### src/rtl/cache_mem_arbiter.sv
`timescale 1ns/1ps
// cache_mem_arbiter
// Shares one pipelined main memory between the I-cache and D-cache miss
// handlers. A fill streams WORDS_PER_BLOCK sequential word reads for one
// block and steers the returned words to the owning cache. A D-cache store
// is a single-cycle write-through access.
// Optional build macro: ARB_ROUND_ROBIN_EN alternates contending fills
// between the two caches. D-cache stores always keep top priority.
module cache_mem_arbiter #(
  parameter int WORDS_PER_BLOCK = 8,
  parameter int ADDR_W          = 16
) (
  input  logic                               clk,
  input  logic                               rst_n,
  input  logic                               i_req,
  input  logic [ADDR_W-1:0]                  i_addr,
  input  logic                               d_req,
  input  logic                               d_wr,
  input  logic [ADDR_W-1:0]                  d_addr,
  input  logic [ADDR_W-1:0]                  d_wdata,
  output logic                               i_grant,
  output logic                               d_grant,
  output logic                               i_data_valid,
  output logic                               d_data_valid,
  output logic [$clog2(WORDS_PER_BLOCK)-1:0] word_idx,
  output logic [ADDR_W-1:0]                  rdata,
  output logic                               i_fill_done,
  output logic                               d_fill_done,
  output logic                               d_write_ack,
  output logic                               mem_enable,
  output logic                               mem_wr,
  output logic [ADDR_W-1:0]                  mem_addr,
  output logic [ADDR_W-1:0]                  mem_wdata,
  input  logic [ADDR_W-1:0]                  mem_rdata,
  input  logic                               mem_rdata_valid
);

  localparam int                IDX_W    = $clog2(WORDS_PER_BLOCK);
  // Words are 2 bytes, so the block offset is one bit wider than the word index.
  localparam int                OFF_W    = IDX_W + 1;
  localparam logic [ADDR_W-1:0] OFF_MASK = ADDR_W'((1 << OFF_W) - 1);
  localparam logic [IDX_W-1:0]  LAST_IDX = IDX_W'(WORDS_PER_BLOCK - 1);

  typedef enum logic [1:0] {S_IDLE, S_FILL_ISSUE, S_FILL_DRAIN, S_WRITE} state_e;
  typedef enum logic {OWN_I = 1'b0, OWN_D = 1'b1} owner_e;

  state_e            state_q, state_d;
  owner_e            owner_q, owner_d;
  owner_e            pick;
  logic [ADDR_W-1:0] base_q, base_d;
  logic [IDX_W-1:0]  issue_cnt_q, issue_cnt_d;
  logic [IDX_W-1:0]  ret_cnt_q, ret_cnt_d;

  // State, owner, block base and the issue/return counters.
  always_ff @(posedge clk or negedge rst_n) begin
    if (!rst_n) begin
      state_q     <= S_IDLE;
      owner_q     <= OWN_I;
      base_q      <= '0;
      issue_cnt_q <= '0;
      ret_cnt_q   <= '0;
    end else begin
      // NOTE: non-blocking so every register updates from the same pre-edge values.
      state_q     <= state_d;
      owner_q     <= owner_d;
      base_q      <= base_d;
      issue_cnt_q <= issue_cnt_d;
      ret_cnt_q   <= ret_cnt_d;
    end
  end

  // Next-state logic and all outputs; nothing reaches memory while idle.
  always_comb begin
    // NOTE: every signal gets a default first so no path can infer a latch.
    state_d      = state_q;
    owner_d      = owner_q;
    base_d       = base_q;
    issue_cnt_d  = issue_cnt_q;
    ret_cnt_d    = ret_cnt_q;
    i_grant      = 1'b0;
    d_grant      = 1'b0;
    i_data_valid = 1'b0;
    d_data_valid = 1'b0;
    word_idx     = '0;
    rdata        = '0;
    i_fill_done  = 1'b0;
    d_fill_done  = 1'b0;
    d_write_ack  = 1'b0;
    mem_enable   = 1'b0;
    mem_wr       = 1'b0;
    mem_addr     = '0;
    mem_wdata    = '0;

    case (state_q)
      S_IDLE: begin
        if (d_req && d_wr) begin
          state_d = S_WRITE;
          owner_d = OWN_D;
        end else if (d_req || i_req) begin
          state_d     = S_FILL_ISSUE;
          owner_d     = pick;
          base_d      = ((pick == OWN_D) ? d_addr : i_addr) & ~OFF_MASK;
          issue_cnt_d = '0;
          ret_cnt_d   = '0;
        end
      end

      S_FILL_ISSUE, S_FILL_DRAIN: begin
        i_grant = (owner_q == OWN_I);
        d_grant = (owner_q == OWN_D);
        if (state_q == S_FILL_ISSUE) begin
          mem_enable  = 1'b1;
          mem_addr    = base_q | ADDR_W'({issue_cnt_q, 1'b0});
          issue_cnt_d = issue_cnt_q + IDX_W'(1);
          if (issue_cnt_q == LAST_IDX) state_d = S_FILL_DRAIN;
        end
        // Returns may overlap issuing; the last return ends the fill.
        if (mem_rdata_valid) begin
          i_data_valid = (owner_q == OWN_I);
          d_data_valid = (owner_q == OWN_D);
          word_idx     = ret_cnt_q;
          rdata        = mem_rdata;
          ret_cnt_d    = ret_cnt_q + IDX_W'(1);
          if (ret_cnt_q == LAST_IDX) begin
            i_fill_done = (owner_q == OWN_I);
            d_fill_done = (owner_q == OWN_D);
            state_d     = S_IDLE;
          end
        end
      end

      S_WRITE: begin
        d_grant     = 1'b1;
        d_write_ack = 1'b1;
        mem_enable  = 1'b1;
        mem_wr      = 1'b1;
        mem_addr    = d_addr;
        mem_wdata   = d_wdata;
        state_d     = S_IDLE;
      end

      default: state_d = S_IDLE;
    endcase
  end

`ifdef ARB_ROUND_ROBIN_EN
  owner_e last_owner_q;
  logic   fill_start;

  // Contending fills go to whichever cache did not receive the previous fill.
  always_comb begin
    pick = d_req ? OWN_D : OWN_I;
    if (d_req && i_req) pick = (last_owner_q == OWN_I) ? OWN_D : OWN_I;
  end

  assign fill_start = (state_q == S_IDLE) && !(d_req && d_wr) && (d_req || i_req);

  // Track the most recent fill owner; resetting to I lets D win the first tie.
  always_ff @(posedge clk or negedge rst_n) begin
    if (!rst_n)          last_owner_q <= OWN_I;
    else if (fill_start) last_owner_q <= pick;
  end
`else
  // Fixed priority: a pending D-cache fill always beats an I-cache fill.
  always_comb pick = d_req ? OWN_D : OWN_I;
`endif

endmodule

### config.mk
export PLATFORM = sky130hd
export DESIGN_NAME = cache_mem_arbiter
export DESIGN_NICKNAME = d
export VERILOG_FILES = /design/src/rtl/cache_mem_arbiter.sv
export SDC_FILE = /design/constraint.sdc
export NUM_CORES = 1
export LEC_CHECK = 0
export CORE_UTILIZATION = 34
export DETAILED_ROUTE_END_ITERATION = 16
export PLACE_DENSITY = 0.82
export RECOVER_POWER = 25
export SLEW_MARGIN = 30
export SYNTH_ARGS = -nofsm -noshare
export SYNTH_HDL_FRONTEND = slang
export SYNTH_SLANG_ARGS = --single-unit
### constraint.sdc
create_clock -name clk -period 2.44 [get_ports clk]
set_input_delay 0.732 -clock clk [delete_from_list [all_inputs] [get_ports clk]]
set_output_delay 0.732 -clock clk [all_outputs]
set_load 0.01 [all_outputs]
==> out/metrics.cfg, run 1 <==
[status]
status = finished, final reports clean

[timing]
tightest_slew_ps = 1180
finalCriticalPeriod_ps = 2390
maxSlewViolCount = 0
clock_skew_ps = 1.73
slew_headroom_pct = 21.5
hold_viol = 0
fin_setup_tns_ps = 0
fmax_ghz = 0.418
rsz0062_at_grt = true
post-route-period-util_pct = 98.0
whs_ps = 514
setup_violations = 0

[logic_synthesis]
yosys_register_bits = 21
syn_avg_cell_area_sq_um = 9.15
synth_seq_area_share_pct = 31.4
ys.flop_type = dfrtp_1
syn_inst = 183
ys_warn_count = 0
syn_nets = 261
syn_area_sq_mm = 0.00168
synth_edf_count = 0
synth_cell_type_count = 28
synth_async_sr_flop_share_pct = 100

[pwr]
clockPowerShare_pct = 7.1
seq_power_share_pct = 19.5
cellPowerDensity_mw_per_mm2 = 1030
p_total_mw = 3.28
p_int_mw = 1.98
ir_drop_mv = 0.571
swShare_pct = 39.8
combPwrFrac_pct = 73.4
p_leak_nw = 1.62
power.switching_mw = 1.31

[global_routing]
grt_max_degree = 22
grt_usage_pct = 19.2
grt_overflow_total = 0
grt_pass1_wl_microns = 7970
grt_pass1_vias = 1744
antenna_found_initial = 0

[clocking]
cts_tree = done
clk-insertion-delay-late_ps = 260
clock_sinks = 21
cts_root_buffer = clkbuf_8
numCtsBuffers = 3
htree_levels = 1
clk_pin_slew_ps = 80
clk_path_buf_depth = 2

[critical_path]
slowest_stage = clkdlybuf4s50_1
worst_setup_path_end_kind = primary output
crit_type = in -> out
rr_endpoint = ret_cnt_q[0]
r2r_slack_ps = 720
arrival_ps = 1660
rr_worst_depth = 6
path_max_fanout = 2
worst_setup_path_start_kind = input port
cp.required_ps = 1710
crit_chain = clkdlybuf4s50_1 > a22oi_1 > nor2_1 > dlygate4sd2_1
slowest_delay_ps = 420
r2r_start = state_q[1]

[job]
maxCapViolations = 0

[final_layout]
drive_gt1_share_pct = 22.0
n_antenna_cell = 0
fillCellCount = 411
area_delta_synth_final_pct = 90.8
mostFrequentLayoutCells = clkdlybuf4s50_1 (64), dlygate4sd2_1 (51), mux2_2 (26)
final_common_cell = clkdlybuf4s50_1
finalNonFillerCells = 385
fin_nets = 397

[routing]
ant_nets = 0
drt_pass1_iterations = 4
drcViolationCount = 0
dr.first_iter.drc_count = 74
post_drt_wl_per_cell_microns = 13.2
drt-vias-per-instance = 4.76
num_vias = 1833
wl_microns = 5070

[placed_design]
dp_cells = 381
gp_congestion = 0.754
dpl.hpwl_microns = 3980
portBuffers = 125

[min_path]
worstHoldStart = base_q[12]
hold_path_end = base_q[12]
hold_depth = 1
holdCritPathClass = reg -> reg

[floorplanning]
die_h_microns = 72.2
fp-row-count = 25
fp.dieW_microns = 72.2
start_util_pct = 35.5
io_pins = 130
die-area_sq_mm = 0.00521
core_area_sq_mm = 0.00472

==> stage by stage <==
stage / area [sq um] / utilization [%] / setup WS (ps)
floorplan: 1680 / - / 189
global placement: 3150 / 66.7 / -453
detailed placement: 3150 / 66.7 / -469
CTS: 3150 / 66.8 / -192
global route: 3200 / 67.7 / -12.4
finish: 3200 / 67.7 / 49.8
==> synth_stat cells, drive strengths merged, types with 2 or more instances <==
master	instances	area, sq um
and2	20	125
nand2	7	26.3
dfrtp	21	526
clkbuf	11	41.3
buf	6	40.0
nor2	20	75.1
a31oi	2	12.5
mux2	26	293
a21oi	3	15.0
a22o	2	17.5
and3	18	113
a22oi	15	113
ha	8	100
nor2b	3	18.8
nand2b	2	20.0
inv	6	22.5
mux2i	6	60.1
==> critical path, delay by kind of cell <==
family                 cells  cell delay, ps
buffers and inverters      2             700
and+or+nand+nor            1              50
AOI/OAI and AO/OA          1             170
==> logic make-up after synthesis <==
| kind of cell | after synthesis | share of synthesized area, % |
|---|---|---|
| multiplexers | 32 | 21.1 |
| flip-flops | 21 | 31.4 |
| buffers and inverters | 23 | 6.20 |
| AO/OA/AOI/OAI | 26 | 11.7 |
| AND/OR/NAND/NOR | 73 | 23.7 |
| adder cells (fa/ha/maj) | 8 | 5.97 |
==> metal layers <==
metal  vias to the layer above  global-route usage [%]  share of wire (%)
li1                        908                       -                  -
met1                       843                    20.4                 39
met2                        82                    38.4                 52
met3                         0                    4.44                9.4
met4                         0                    3.27                  0
met5                         -                       0                  0
==> registers in the layout, indices dropped and copies added, names as in the netlist <==
register     flops
ret_cnt_q        3
state_q          2
owner_q          1
issue_cnt_q      3
base_q          12
==> worst max-delay path by stage <==
stage	startpoint	to	slack [ps]	cells past startpoint
finish	d_addr[5]	mem_addr[5]	50	4
global route	state_q[1]	i_fill_done	-10	6
CTS	state_q[0]	rdata[4]	-190	5
detailed placement	mem_rdata_valid	rdata[7]	-470	4
global placement	mem_rdata_valid	word_idx[2]	-450	5
floorplan	state_q[1]	d_grant	190	6
==> area by class of cell <==
cell class	count	area, sq um	share of cell area (%)
repair buffers	148	1420	44.3
inverters	6	22.5	0.705
clock buffers	3	41.3	1.29
flip-flops and latches	21	526	16.4
multi-input cells	139	1100	34.5
clock inverters	1	5.00	0.157
well taps	67	83.8	2.62
==> power by group through the flow <==
stage | logic (mW) | clock network, mW | registers, mW
floorplan | 1.26 | 0 | 0.605
detailed placement | 2.53 | 0 | 0.633
global route | 2.64 | 0.254 | 0.664
finish | 2.41 | 0.232 | 0.640
global placement | 2.48 | 0 | 0.625
CTS | 2.37 | 0.241 | 0.629
==> repair_timing <==
item,in CTS,in global routing
endpoints found under the setup margin,60,28
buffers inserted,0,0
gates resized for setup,65,18
pin swaps,0,1
hold buffers,0,0
Power figures use the tool's default switching activity.
==> run 2, diff against run 1 <==
--- a/config.mk
+++ b/config.mk
@@ -5,6 +5,7 @@
 export SDC_FILE = /design/constraint.sdc
 export NUM_CORES = 1
 export LEC_CHECK = 0
+export CORE_MARGIN = 3
 export CORE_UTILIZATION = 34
 export DETAILED_ROUTE_END_ITERATION = 16
 export PLACE_DENSITY = 0.82
==> run 2 against run 1 <==
Via count is 0.49% higher. Cell count is 0.26% lower. Total power is 2.4% lower. Core utilization is 0.71 points higher. Critical path type unchanged. Critical endpoint is now mem_addr[8]. Highest routed layer is now met4.
==> out/metrics.cfg, run 2 (same netlist as run 1, synthesis figures left out) <==
[pwr]
seq_power_share_pct = 19.9  ; +0.4 points
clockPowerShare_pct = 7.2  ; about the same
power.switching_mw = 1.29  ; -1.2%
p_total_mw = 3.20  ; -2.4%
ir_drop_mv = 0.490  ; -14%
swShare_pct = 40.3  ; +0.50 points
p_int_mw = 1.91  ; -3.2%
cellPowerDensity_mw_per_mm2 = 1030  ; about the same
combPwrFrac_pct = 72.9  ; -0.5 points
p_leak_nw = 1.57  ; -2.9%

[placed_design]
portBuffers = 125  ; unchanged
dpl.hpwl_microns = 4270  ; +7.2%
gp_congestion = 0.763  ; +1.1%

[global_routing]
grt_pass1_vias = 1848  ; +6.0%
use_met1_pct = 18.3  ; -2.1 points
antenna_found_initial = 0  ; unchanged
grt_max_degree = 22  ; unchanged
grt_pass1_wl_microns = 8420  ; +5.6%
globalRouteMet3Util_pct = 4.37  ; -0.071 points
grt_overflow_total = 0  ; unchanged
grtUsageMet2_pct = 33.6  ; -4.8 points
grt_busiest_layer = met2
grt_usage_pct = 17.3  ; -1.9 points

[timing]
post-route-period-util_pct = 97.7  ; -0.24 points
finalCriticalPeriod_ps = 2380  ; -5.75 ps
rsz0062_at_grt = true
fin_setup_tns_ps = 0  ; unchanged
setup_violations = 0  ; unchanged
hold_viol = 0  ; unchanged
clock_skew_ps = 11.1  ; +9.39 ps
tightest_slew_ps = 1120  ; -52.2 ps
whs_ps = 515  ; +0.784 ps
slew_headroom_pct = 25.0  ; +3.5 points
fmax_ghz = 0.419  ; +0.24%
maxSlewViolCount = 0  ; unchanged

[critical_path]
slowest_stage = clkdlybuf4s50_1
crit_type = in -> out
arrival_ps = 1650  ; about the same
worst_setup_path_end_kind = primary output
path_max_fanout = 2  ; unchanged
crit_chain = clkdlybuf4s50_1 > a22oi_1 > nor2_1 > clkdlybuf4s15_1
cp.required_ps = 1710  ; about the same
slowest_delay_ps = 480  ; +60 ps
worst_setup_path_start_kind = input port

[routing]
drt-vias-per-instance = 4.80  ; +0.75%
dr.first_iter.drc_count = 34  ; -54%
ant_nets = 0  ; unchanged
drcViolationCount = 0  ; unchanged
drt_pass1_iterations = 4  ; unchanged
num_vias = 1842  ; +0.49%
wl_microns = 5230  ; +3.2%
post_drt_wl_per_cell_microns = 13.6  ; +3.5%

[job]
maxCapViolations = 0  ; unchanged

[clocking]
hold_buffers = 0  ; unchanged
numCtsBuffers = 3  ; unchanged
cts_root_buffer = clkbuf_8
clock_sinks = 21  ; unchanged
clk_pin_slew_ps = 70  ; about the same
post-cts-setup-buffer-count = 0  ; unchanged
clk_path_buf_depth = 2  ; unchanged
clk-insertion-delay-late_ps = 270  ; about the same
cts_tree = done
htree_levels = 1  ; unchanged

[final_layout]
multiInputGateArea_sq_mm = 0.00110  ; -0.34%
n_antenna_cell = 0  ; unchanged
mostFrequentLayoutCells = clkdlybuf4s50_1 (63), dlygate4sd2_1 (41), mux2_2 (26)
fin_nets = 398  ; +0.25%
area_delta_synth_final_pct = 86.3
final_common_cell = clkdlybuf4s50_1
seq_area_sq_um = 526  ; unchanged
drive_gt1_share_pct = 26.0  ; +4.0 points
largestRegisters = base_q (12), issue_cnt_q (3), ret_cnt_q (3)
fillCellCount = 403  ; -1.9%
largest_reg_flops = 12  ; unchanged
top_register = base_q
final_util_pct = 68.4  ; +0.71 points

[floorplanning]
die_h_microns = 76.2  ; +5.5%
fp.dieW_microns = 76.2  ; +5.5%
io_pins = 130  ; unchanged
core_area_sq_mm = 0.00456  ; -3.4%
die-area_sq_mm = 0.00581  ; +11%
fp-row-count = 24  ; -4.0%
start_util_pct = 36.7  ; +1.2 points

[status]
status = finished, final reports clean

[min_path]
holdCritPathClass = reg -> reg

## run 2: power groups by stage
stage	Sequential [mW]	Combinational [mW]	Clock, mW
after floorplan	0.605	1.26	0
after global placement	0.627	2.45	0
after detailed placement	0.634	2.49	0
after CTS	0.631	2.37	0.242
after global routing	0.657	2.55	0.254
final	0.637	2.34	0.232
## run 2: timing repair
action,4_1_cts,5_1_grt
endpoints found under the setup margin,60,20
pin swaps,0,1
resized for setup,74,35
## run 2: worst paths after layout
path                             endpoint       start  cells after the start  slack [ps]
max                           mem_addr[8]   d_addr[8]                      4          60
min                             base_q[7]   base_q[7]                      1         520
max reg2reg                issue_cnt_q[0]  state_q[1]                      7         740
min reg2reg                     base_q[7]   base_q[7]                      1         520
max in group asynchronous       base_q[5]       rst_n                      2         560
min in group asynchronous      base_q[12]       rst_n                      2        1200
## run 2: cell type report
cell class | count | share of cell area (%)
clock buffers | 3 | 1.32
clock inverters | 1 | 0.160
inverters | 6 | 0.721
multi-input cells | 139 | 35.2
flip-flops and latches | 21 | 16.8
well taps | 65 | 2.61
repair buffers | 149 | 43.2
## run 2: stage by stage
stage / area, sq um / worst slack, ps / std cells
5_1_grt: 3120 / -0.200 / 384
3_3_place_gp: 3130 / -532 / 380
3_5_place_dp: 3130 / -554 / 380
6_report: 3120 / 55.5 / 384
4_1_cts: 3160 / 13.4 / 384
2_1_floorplan: 1680 / 189 / 183
## run 2: layer usage
metal | routed length (microns) | part of all wire, %
met5 | 0 | 0
met2 | 2740 | 52
met3 | 387 | 7.4
met4 | 82 | 1.6
met1 | 2020 | 39
## run 2: worst max-delay path: cells and delay by family
| family | cells | cell delay, ps |
|---|---|---|
| compound gates | 1 | 90 |
| buf+inv | 2 | 740 |
| simple gates | 1 | 100 |
==> run 3, diff against run 2 <==
--- a/config.mk
+++ b/config.mk
@@ -10,6 +10,7 @@
 export DETAILED_ROUTE_END_ITERATION = 16
 export PLACE_DENSITY = 0.82
 export RECOVER_POWER = 25
+export SETUP_SLACK_MARGIN = 0.05
 export SLEW_MARGIN = 30
 export SYNTH_ARGS = -nofsm -noshare
 export SYNTH_HDL_FRONTEND = slang
==> run 3 against run 2 <==
Worst hold slack improved by 1.5 ps. Flip-flop and latch count unchanged. Core utilization up 1.8 points. Final area up 2.6%. Register-to-register slack about the same. Cell count increased by 0.26%. Clock power increased by 2%. Largest cell class unchanged. Largest power group unchanged.
==> out/metrics.cfg, run 3 (same netlist as run 1, synthesis figures left out) <==
[status]
status = finished, final reports clean

[clocking]
clk-insertion-delay-late_ps = 270  ; about the same
numCtsBuffers = 3  ; unchanged
cts_root_buffer = clkbuf_8
clk_path_buf_depth = 2  ; unchanged
clock_sinks = 21  ; unchanged
htree_levels = 1  ; unchanged
clk_pin_slew_ps = 90  ; +20 ps
cts_tree = done

[global_routing]
grt_pass1_vias = 1856  ; +0.43%
grt_pass1_wl_microns = 8520  ; +1.2%
grt_usage_pct = 17.6  ; +0.22 points
antenna_found_initial = 0  ; unchanged
grt_max_degree = 22  ; unchanged
grt_overflow_total = 0  ; unchanged

[floorplanning]
io_pins = 130  ; unchanged
die_h_microns = 76.2  ; unchanged
start_util_pct = 36.7  ; unchanged
fp.dieW_microns = 76.2  ; unchanged
die-area_sq_mm = 0.00581  ; unchanged
core_area_sq_mm = 0.00456  ; unchanged
fp-row-count = 24  ; unchanged

[timing]
fmax_ghz = 0.423  ; +0.89%
rsz0062_at_grt = true
tightest_slew_ps = 1160  ; +31.1 ps
slew_headroom_pct = 22.9  ; -2.1 points
hold_viol = 0  ; unchanged
finalCriticalPeriod_ps = 2360  ; -21.1 ps
fin_setup_tns_ps = 0  ; unchanged
whs_ps = 517  ; +1.52 ps
post-route-period-util_pct = 96.9  ; -0.87 points
setup_ws_ps = 76.6  ; +21.1 ps
setup_violations = 0  ; unchanged
clock_skew_ps = 11.4  ; +0.261 ps
maxSlewViolCount = 0  ; unchanged

[routing]
drt-vias-per-instance = 4.82  ; +0.39%
num_vias = 1854  ; +0.65%
ant_nets = 0  ; unchanged
wl_microns = 5360  ; +2.4%
post_drt_wl_per_cell_microns = 13.9  ; +2.2%
dr.first_iter.drc_count = 28  ; -18%
drcViolationCount = 0  ; unchanged
drt_pass1_iterations = 5  ; +1

[critical_path]
slowest_delay_ps = 500  ; +20 ps
worst-path-buf-inv = 2  ; unchanged
worst_setup_path_end_kind = primary output
slowest_stage = clkdlybuf4s50_1
worst_setup_path_start_kind = input port
path_delay_family = buffers and inverters
cp.required_ps = 1710  ; about the same
r2r_slack_ps = 750  ; about the same
crit_chain = clkdlybuf4s50_1 > a22oi_2 > nor2_1 > clkdlybuf4s15_2
crit_type = in -> out
rr_worst_depth = 6  ; -1
rr_endpoint = issue_cnt_q[0]
r2r_start = state_q[1]
path_max_fanout = 2  ; unchanged
arrival_ps = 1630  ; -20 ps
cp.depth = 4  ; unchanged

[placed_design]
portBuffers = 125  ; unchanged
dpl.hpwl_microns = 4270  ; unchanged
place_ws_ps = -554  ; unchanged
gp_congestion = 0.763  ; unchanged

[final_layout]
mostFrequentLayoutCells = clkdlybuf4s50_1 (60), dlygate4sd2_1 (34), mux2_2 (26)
largest_reg_flops = 12  ; unchanged
fillCellCount = 389  ; -3.5%
fin_nets = 399  ; +0.25%
n_antenna_cell = 0  ; unchanged
area_delta_synth_final_pct = 91.2
drive_gt1_share_pct = 28.7  ; +2.7 points
largestRegisters = base_q (12), issue_cnt_q (3), ret_cnt_q (3)
top_register = base_q
final_common_cell = clkdlybuf4s50_1

[min_path]
worstHoldStart = base_q[14]
hold_depth = 1  ; unchanged
holdCritPathClass = reg -> reg
hold_path_end = base_q[14]

[pwr]
cellPowerDensity_mw_per_mm2 = 1040  ; +1.1%
p_leak_nw = 1.59  ; +1.5%
ir_drop_mv = 0.560  ; +14%

[job]
maxCapViolations = 0  ; unchanged

## run 3: changes by cell type in the layout (fill, tap and decap cells not counted), moves of 3 or more
cell and delta:
a22oi_1 -4, a22oi_2 +4, dlygate4sd2_1 -7, dlymetal6s2s_1 +3, clkbuf_2 -4, clkdlybuf4s15_1 +3, clkdlybuf4s15_2 +7, clkdlybuf4s50_1 -3
## run 3: per-layer routing
metal / track usage (%) / vias to the layer above / wire length (microns)
met3: 4.49 / 6 / 404
met2: 34.0 / 76 / 2820
met5: 0 / - / 0
li1: - / 907 / -
met1: 18.7 / 865 / 2080
met4: 4.89 / 0 / 53
## run 3: worst max-delay path by stage
stage / from / end / slack (ps)
after CTS: state_q[1] / mem_addr[13] / 50
after detailed placement: mem_rdata_valid / i_fill_done / -550
after floorplan: state_q[1] / d_grant / 190
after global routing: state_q[0] / mem_addr[9] / 0.5
final: d_addr[13] / mem_addr[13] / 80
after global placement: mem_rdata_valid / i_fill_done / -530
## run 3: where the power goes
| group | leakage (nW) | switching (mW) | internal [mW] |
|---|---|---|---|
| sequential | 0.256 | 0.125 | 0.519 |
| combinational | 1.31 | 1.09 | 1.35 |
| clock | 0.0255 | 0.121 | 0.114 |
## run 3: repair_timing
| item | in CTS | in global routing |
|---|---|---|
| pin swaps | 0 | 1 |
| gates resized for setup | 98 | 32 |
| gates cloned | 0 | 0 |
| hold endpoints to repair | 0 | 0 |
| setup endpoints to repair | 60 | 42 |
| buffers inserted | 0 | 1 |
| hold buffers | 0 | 0 |
## run 3: worst reg2reg max path: cells and delay by family (launching register included)
family / cells / cell delay (ps)
compound gates: 1 / 220
fa+ha+maj: 1 / 230
buf+inv: 2 / 260
flops: 1 / 400
mux: 2 / 480
## run 3: metrics by stage
step	util [%]	total power [mW]	area, sq um	cells
2_1_floorplan	-	1.86	1680	183
3_3_place_gp	68.6	3.08	3130	380
3_5_place_dp	68.6	3.13	3130	380
4_1_cts	69.8	3.28	3180	384
5_1_grt	70.2	3.58	3200	385
6_report	70.2	3.32	3200	385
## run 3: cell type report
type                    instances  area, sq um  share of cell area, %
repair buffers                150         1400                   43.7
multi-input cells             139         1130                   35.2
well taps                      65         81.3                   2.54
clock inverters                 1         5.00                  0.156
inverters                       6         22.5                  0.703
clock buffers                   3         41.3                   1.29
flip-flops and latches         21          526                   16.4
